--- src/rtl/eth_pkg.sv ---
// Shared types and constants for the Ethernet TX datapath.
// Includes the FCS state encoding, CRC constants and the byte bit-reversal helper.
package eth_pkg;

  typedef enum logic [1:0] {ST_DATA, ST_PAD, ST_FCS} tx_fcs_state_t;

  localparam int          ETH_MIN_FRAME = 60;
  localparam logic [31:0] CRC_INIT      = 32'hFFFFFFFF;
  localparam logic [31:0] CRC_POLY      = 32'h04C11DB7;

  function automatic logic [7:0] bitrev8(input logic [7:0] b);
    logic [7:0] r;
    for (int i = 0; i < 8; i++) r[i] = b[7-i];
    return r;
  endfunction

endpackage

--- src/rtl/ethernet_crc32.sv ---
// Byte-wide IEEE 802.3 CRC32 engine, one byte per enabled cycle.
// Bits enter LSB first into a non-reflected register, so crc_out is the MSB-first remainder.
module ethernet_crc32
  import eth_pkg::*;
(
  input  logic        clk,
  input  logic        reset,
  input  logic        crc_en,
  input  logic [7:0]  data_in,
  output logic [31:0] crc_out
);

  logic [31:0] crc_q;
  logic [31:0] crc_d;

  always_comb begin
    crc_d = crc_q;
    for (int i = 0; i < 8; i++) begin
      crc_d = {crc_d[30:0], 1'b0} ^ ((crc_d[31] ^ data_in[i]) ? CRC_POLY : 32'h0);
    end
  end

  always_ff @(posedge clk) begin
    if (reset) begin
      crc_q <= CRC_INIT;
    end else if (crc_en) begin
      crc_q <= crc_d;
    end
  end

  assign crc_out = crc_q;

endmodule

--- src/rtl/eth_tx_fcs_inserter.sv ---
// TX MAC stage: forwards payload bytes, zero-pads short frames and appends the 4-byte FCS.
// One output register stage; back-to-back frames with no idle cycle between FCS and next DA.
module eth_tx_fcs_inserter
  import eth_pkg::*;
#(
  parameter int MIN_FRAME_BYTES = ETH_MIN_FRAME,
  parameter int CNT_W           = 16
) (
  input  logic       clk,
  input  logic       reset,
  input  logic [7:0] s_data,
  input  logic       s_valid,
  input  logic       s_last,
  output logic       s_ready,
  output logic [7:0] m_data,
  output logic       m_valid,
  output logic       m_last,
  input  logic       m_ready
);

  localparam logic [CNT_W:0] MIN_W = (CNT_W+1)'(MIN_FRAME_BYTES);

  tx_fcs_state_t    state_q;
  logic [CNT_W-1:0] count_q;
  logic [1:0]       fcs_idx_q;
  logic [7:0]       m_data_q;
  logic             m_valid_q;
  logic             m_last_q;

  logic             load_ok;
  logic [CNT_W:0]   count_inc_w;
  logic [CNT_W-1:0] count_d;
  logic [CNT_W+1:0] pad_gap;
  logic             pad_needed;
  logic             crc_en;
  logic [7:0]       crc_data;
  logic             frame_done;
  logic [31:0]      crc_out;
  logic [7:0]       crc_byte;
  logic [7:0]       fcs_byte;

  assign load_ok = !m_valid_q | m_ready;
  assign s_ready = (state_q == ST_DATA) & load_ok & !reset;

  // Counter saturates; padding decisions use the unsaturated +1 so they stay exact.
  assign count_inc_w = {1'b0, count_q} + (CNT_W+1)'(1);
  assign count_d     = (&count_q) ? count_q : count_inc_w[CNT_W-1:0];
  assign pad_gap     = {1'b0, MIN_W} - {1'b0, count_inc_w};
  assign pad_needed  = !pad_gap[CNT_W+1] && (pad_gap != '0);

  assign crc_en     = load_ok & (((state_q == ST_DATA) & s_valid) | (state_q == ST_PAD));
  assign crc_data   = (state_q == ST_DATA) ? s_data : 8'h00;
  assign frame_done = load_ok & (state_q == ST_FCS) & (fcs_idx_q == 2'd3);

  ethernet_crc32 u_crc (
    .clk     (clk),
    .reset   (reset | frame_done),
    .crc_en  (crc_en),
    .data_in (crc_data),
    .crc_out (crc_out)
  );

  always_comb begin
    crc_byte = crc_out[31:24];
    unique case (fcs_idx_q)
      2'd0: crc_byte = crc_out[31:24];
      2'd1: crc_byte = crc_out[23:16];
      2'd2: crc_byte = crc_out[15:8];
      2'd3: crc_byte = crc_out[7:0];
    endcase
    fcs_byte = ~bitrev8(crc_byte);
  end

  always_ff @(posedge clk) begin
    if (reset) begin
      state_q   <= ST_DATA;
      count_q   <= '0;
      fcs_idx_q <= 2'd0;
      m_data_q  <= 8'h00;
      m_valid_q <= 1'b0;
      m_last_q  <= 1'b0;
    end else if (load_ok) begin
      unique case (state_q)
        ST_DATA: begin
          m_valid_q <= s_valid;
          m_last_q  <= 1'b0;
          if (s_valid) begin
            m_data_q <= s_data;
            count_q  <= count_d;
            if (s_last) state_q <= pad_needed ? ST_PAD : ST_FCS;
          end
        end
        ST_PAD: begin
          m_valid_q <= 1'b1;
          m_last_q  <= 1'b0;
          m_data_q  <= 8'h00;
          count_q   <= count_d;
          if (!pad_needed) state_q <= ST_FCS;
        end
        ST_FCS: begin
          m_valid_q <= 1'b1;
          m_data_q  <= fcs_byte;
          m_last_q  <= (fcs_idx_q == 2'd3);
          fcs_idx_q <= fcs_idx_q + 2'd1;
          if (fcs_idx_q == 2'd3) begin
            state_q <= ST_DATA;
            count_q <= '0;
          end
        end
        default: state_q <= ST_DATA;
      endcase
    end
  end

  assign m_data  = m_data_q;
  assign m_valid = m_valid_q;
  assign m_last  = m_last_q;

endmodule

--- config.mk ---
export PLATFORM = sky130hd
export DESIGN_NAME = eth_tx_fcs_inserter
export DESIGN_NICKNAME = d
export VERILOG_FILES = /design/src/rtl/eth_pkg.sv /design/src/rtl/ethernet_crc32.sv /design/src/rtl/eth_tx_fcs_inserter.sv
export SDC_FILE = /design/constraint.sdc
export NUM_CORES = 1
export LEC_CHECK = 0
export CORE_UTILIZATION = 65
export CTS_CLUSTER_DIAMETER = 50
export DETAILED_ROUTE_END_ITERATION = 8
export GPL_ROUTABILITY_DRIVEN = 0
export MAX_ROUTING_LAYER = met4
export PLACE_DENSITY = 0.86
export SETUP_SLACK_MARGIN = 0.05
export SYNTH_ARGS = -nofsm -noshare
export SYNTH_HDL_FRONTEND = slang
export SYNTH_SLANG_ARGS = --single-unit
export TNS_END_PERCENT = 50
--- constraint.sdc ---
create_clock -name clk -period 4.62 [get_ports clk]
set_input_delay 0.462 -clock clk [delete_from_list [all_inputs] [get_ports clk]]
set_output_delay 0.462 -clock clk [all_outputs]
set_load 0.01 [all_outputs]
-- Yosys cells after proc, flatten, opt, wreduce, memory -nomap -nowiden
Index checks and enable logic that the tools add are counted.
- output and inout port bits: 11
- input bits: 13
- logic and storage cells: 88
- bits in registers: 62
- bitwise gates (word level): 26
- reductions and logical operators: 19
- equal/unequal tests: 9
- muxes and demuxes: 24
- add/subtract/negate cells: 3
- operators with widths (operator ; count):
    bitwise XOR 32 bit ; 8
    two-way mux 27 bit ; 8
    two-way mux 16 bit ; 3
    one-hot mux 16 bit (3 select lines) ; 1
    one-hot mux 8 bit (4 select lines) ; 1
    one-hot mux 8 bit (3 select lines) ; 1
    nonzero test 18 bit ; 1
    subtractor 6 x 17 -> 18 bit (first input constant) ; 1
    adder 16 x 1 -> 17 bit (second input constant) ; 1
    two-way mux 8 bit ; 2
    AND reduction 16 bit ; 1
    two-way mux 2 bit ; 5
    NOT 8 bit ; 1
    bitwise XOR 1 bit ; 8
    bitwise AND 1 bit ; 6
    equality test 2 bit (second input constant) ; 3
    inequality test 2 bit (second input constant) ; 3
    one-hot mux 2 bit (3 select lines) ; 1
    AND reduction 2 bit ; 3
    AND reduction 5 bit ; 1
    equality test 2 x 1 -> 1 bit (second input constant) ; 2
    logical NOT 2 bit ; 2
    one-hot mux 1 bit (2 select lines) ; 2
    AND reduction 4 bit ; 1
    other kinds (9) ; 15

-- Logic depth before layout (Yosys ltp)
- word-level depth: 26
- depth in mapped cells: 10

-- Cells and area by module
A second synthesis with hierarchy kept.
- cell total of the unflattened synthesis: 496
- area total of the unflattened synthesis: 4281.6 sq um
- modules (own cells, without submodules) (module ; times used ; area each (sq um) ; cells an instance):
    eth_tx_fcs_inserter ; 1 ; 2356.0 ; 307
    ethernet_crc32 ; 1 ; 1925.6 ; 189

-- Least setup slack after synthesis
No wires, ideal clock.
- path type: reg-to-reg
- start point: register state_q[0]
- end point: register u_crc.crc_q[6] (netlist: u_crc.crc_out[6])
- arrival: 2144 ps
- setup slack: 2335 ps
- buffers on the path: 1
- cell stages (with the launch flop): 10
- library setup time: 141 ps
- required time: 4479 ps
- path through: dfxtp_1 -> inv_1 -> ha_1 -> buf_6 -> nand2_1 -> xor2_1 -> xnor3_1 -> xnor2_1 -> xor2_1 -> o211ai_1
- word-level cells in the longest chain between the ends: 14
- elaborated cells on any way between the ends: 30
- those cells by class: eq/ne: 2; mux: 7; bitwise: 20; reduce/logical: 1
- RTL lines (item ; line ; text):
    start: declaration ; eth_tx_fcs_inserter.sv:23 ; tx_fcs_state_t state_q;
    start signal: assignment ; eth_tx_fcs_inserter.sv:90 ; if (s_last) state_q <= pad_needed ? ST_PAD : ST_FCS;
    logical NOT 2 bit ; eth_tx_fcs_inserter.sv:51, eth_tx_fcs_inserter.sv:52 ;
    two-way mux 8 bit ; eth_tx_fcs_inserter.sv:52 ; assign crc_data = (state_q == ST_DATA) ? s_data : 8'h00;
    bitwise XOR 1 bit ; ethernet_crc32.sv:19 ; crc_d = {crc_d[30:0], 1'b0} ^ ((crc_d[31] ^ data_in[i]) ? CRC_POLY : 32'h0);
    two-way mux 27 bit ; ethernet_crc32.sv:19 ;
    bitwise XOR 32 bit (6 in series) ; ethernet_crc32.sv:19 ;
    bitwise XOR 1 bit ; ethernet_crc32.sv:19 ;
    two-way mux 27 bit ; ethernet_crc32.sv:19 ;
    bitwise XOR 32 bit (2 in series) ; ethernet_crc32.sv:19 ;
    end signal: assignment ; ethernet_crc32.sv:27 ; crc_q <= crc_d;
    end: declaration ; ethernet_crc32.sv:13 ; logic [31:0] crc_q;
Parallel ways exist; a longest one is shown, timed or not.
A chain may end at the register's enable or synchronous reset.

-- Worst setup path after layout
- start point: register state_q[0]
- end point: register count_q[14]
- word-level cells in the longest chain between the ends: 3
- elaborated cells on any way between the ends: 8
- those cells by class: eq/ne: 4; mux: 1; reduce/logical: 3
- RTL lines (item ; line ; text):
    equality test 2 bit, or another cell as far along ; eth_tx_fcs_inserter.sv:83 ; unique case (state_q)
    inequality test 2 x 1 -> 1 bit (no line), or another cell as far along ; -- ;
    AND reduction 4 bit (no line) ; -- ;
    end signal: assignment ; eth_tx_fcs_inserter.sv:89 ; count_q <= count_d;
    end signal: assignment ; eth_tx_fcs_inserter.sv:97 ; count_q <= count_d;
    end: declaration ; eth_tx_fcs_inserter.sv:24 ; logic [CNT_W-1:0] count_q;
Parallel ways exist; a longest one is shown, timed or not.

==> impl_metrics.py <==
metrics = {
    "clock_network": {
        "clock_sinks": 62,
        "post_cts_buffers": 0,
        "numCtsBuffers": 9,
        "cts.htree.levels": 3,
        "clkLatencyLatePin_ns": 0.35,
        "root_buffer": "clkbuf_8",
        "cts_buffer_depth": 2,
        "cts_tree": "done",
        "clkSlewWorstSetupHoldPaths_ns": 0.07,
        "cts_hold_buf": 0,
        "ctsResizeCount": 0,
    },
    "sta": {
        "setup_violations": 0,
        "tightestPinTransition_ns": 1.05,
        "finalCritPeriodShare": 0.634,
        "fin_skew_ns": 0.00809,
        "slew_viol_final": 0,
        "setup_tns_ns": 0,
        "rsz0062_at_grt": "false",
        "timing.hold.ws_ns": 0.477,
        "timing.slew.headroom": 0.297,
        "period_minus_slack_ns": 2.93,
        "final_hold_viol_count": 0,
        "timing.fmax_mhz": 341,
    },
    "drt": {
        "drc": 0,
        "avgViaCountPerCell": 6.31,
        "ant_nets": 0,
        "drtIter0Drc": 428,
        "via_count": 3643,
        "drtPass1Iterations": 5,
        "wirelength_mm": 9.51,
        "post_drt_wl_per_cell_um": 16.5,
    },
    "final_layout": {
        "final_core_util": 0.746,
        "final_common_cell": "nand2_1",
        "final_cell_mix": "64 x nand2_1, 62 x dfxtp_1, 34 x nor2_1, 32 x xnor2_1, 31 x o211ai_1",
        "diodes": 0,
        "final_nets": 521,
        "drive_gt1_frac": 0.0857,
        "stdcell_area_um2": 4470,
        "nFillCells": 433,
        "syn_to_final_growth_pct": 10.0,
    },
    "floorplanning": {
        "initial_core_util": 0.678,
        "die_x_um": 81.1,
        "dieArea_um2": 6570,
        "io_pins": 24,
        "core_area_um2": 5990,
        "die_h_um": 81.1,
        "num_rows": 28,
    },
    "synth": {
        "synth_edf_count": 0,
        "synthCells": 491,
        "syn_area_per_cell_um2": 8.27,
        "synthesis.nets": 515,
        "synth_warnings": 0,
        "async_flop_share": 0,
        "ys_seq_elements": 62,
        "synth_cell_type_count": 56,
        "ys.flop_type": "dfxtp_1",
        "ys_seq_area_frac": 0.306,
        "netlist_area_um2": 4060,
    },
    "power": {
        "finalPower_mw": 3.09,
        "powerDensity_nw_per_um2": 691,
        "vdd_drop_max_mv": 0.836,
        "p_leak_nw": 1.68,
    },
    "global_route": {
        "antenna_found_initial": 0,
        "grt_pass1_wl_mm": 15.4,
        "gr-total-overflow": 0,
        "grt_max_degree": 64,
        "groute.usage.overall": 0.316,
        "grt_pass1_vias": 3165,
    },
    "setup_path": {
        "crit_required_ns": 4.91,
        "worstSetupEndpointType": "flip-flop",
        "arrival_ns": 3.22,
        "path_class": "reg2reg",
        "critPathMaxFanout": 33,
        "critPathLaunchType": "flip-flop",
    },
    "placement": {
        "hpwl_mm": 6.62,
        "postPlaceCellArea_um2": 4300,
        "io_buffers": 23,
    },
    "run_status": {
        "run_status": "finished clean",
    },
    "run": {
        "drv_cap": 0,
    },
    "worst_hold_path": {
        "hp-class": "reg2reg",
    },
}
worst max-delay path: stages (launching register included):
cell	delay, ns
dfxtp_1	0.47
inv_1	0.10
ha_1	0.20
buf_4	0.24
nor2b_1	0.18
a2111oi_0	0.42
o31ai_2	0.13
buf_4	0.23
nor2_1	0.54
nand4b_1	0.19
a21oi_1	0.17
stage by stage:
stage	worst slack, ns	instances
2_1_floorplan	2.34	491
3_3_place_gp	1.90	561
3_5_place_dp	1.77	561
4_1_cts	1.73	577
5_1_grt	1.45	577
6_report	1.69	577
cell usage after synthesis (2+ instances only):
master    count  area (µm²)
or4_1         2        15.0
a21oi_1      25         125
a211oi_1      2        15.0
a222oi_1      8        80.1
buf_2         9        45.0
xor2_1       27         236
nand2b_1     12        75.1
and3_2        2        15.0
nand2_1      65         244
nand4b_1      2        17.5
xor2_2        4        65.1
xnor3_1       4        90.1
ha_1         11         138
xnor2_2       4        65.1
nor3b_1       2        15.0
nor3_1       11        55.1
a311oi_1      9        78.8
clkbuf_1     22        82.6
nor2_1       34         128
nand4_1       5        31.3
inv_1         8        30.0
xnor2_1      32         280
a31oi_1       5        31.3
o211ai_1     31         233
nor2b_1       6        37.5
mux2i_1       4        40.0
nand3b_1      4        30.0
o31ai_1       3        22.5
and3_1        2        12.5
nand3_1      19        95.1
or3_1         4        25.0
dfxtp_1      62        1240
o21ai_0      28         140
registers in the layout, summed over array words and instances (netlist names):
| name | flops |
|---|---|
| m_last | 1 |
| fcs_idx_q | 2 |
| m_valid | 1 |
| state_q | 2 |
| m_data | 8 |
| u_crc.crc_out | 32 |
| count_q | 16 |
power breakdown:
part	internal (mW)	leakage [nW]	switching [mW]	total (mW)
registers	0.671	0.511	0.142	0.812
logic	0.885	1.08	0.962	1.85
clock network	0.206	0.0841	0.226	0.432
total	1.76	1.68	1.33	3.09
worst paths after layout:
path                                         startpoint                       end  slack, ns  cells past startpoint
worst max-delay path            state_q[0]$_SDFFE_PP0P_  count_q[14]$_SDFFE_PP0P_       1.69                     10
worst min-delay path                m_last$_SDFFE_PP0P_       m_last$_SDFFE_PP0P_       0.48                      2
worst max register to register  state_q[0]$_SDFFE_PP0P_  count_q[14]$_SDFFE_PP0P_       1.69                     10
worst min register to register      m_last$_SDFFE_PP0P_       m_last$_SDFFE_PP0P_       0.48                      2
cell type report:
class                   count  area, µm²  share of cell area
multi-input cells         387       2660               0.595
flip-flops and latches     62       1240               0.278
repair buffers             28        268              0.0599
clock buffers              10        138              0.0308
well taps                  75       93.8              0.0210
clock inverters             6       37.5             0.00840
inverters                   9       33.8             0.00756
kinds of logic (layout without fill, tap and decap cells):
logic type,after synthesis,in the layout,synth area share
AOI/OAI and AO/OA,119,119,0.196
xor gates and xnor gates,73,73,0.194
adders and majority gates,11,11,0.0339
buffers and inverters,42,53,0.0434
DFF,62,62,0.306
muxes,4,4,0.00986
and+or+nand+nor,180,180,0.217
metal layers:
metal / part of all wire / global-route usage / vias up
li1: - / - / 1760
met1: 0.47 / 0.445 / 1732
met2: 0.44 / 0.455 / 136
met3: 0.069 / 0.0494 / 15
met4: 0.014 / 0.116 / 0
met5: 0 / - / -
(Power assumes the default switching activity.)
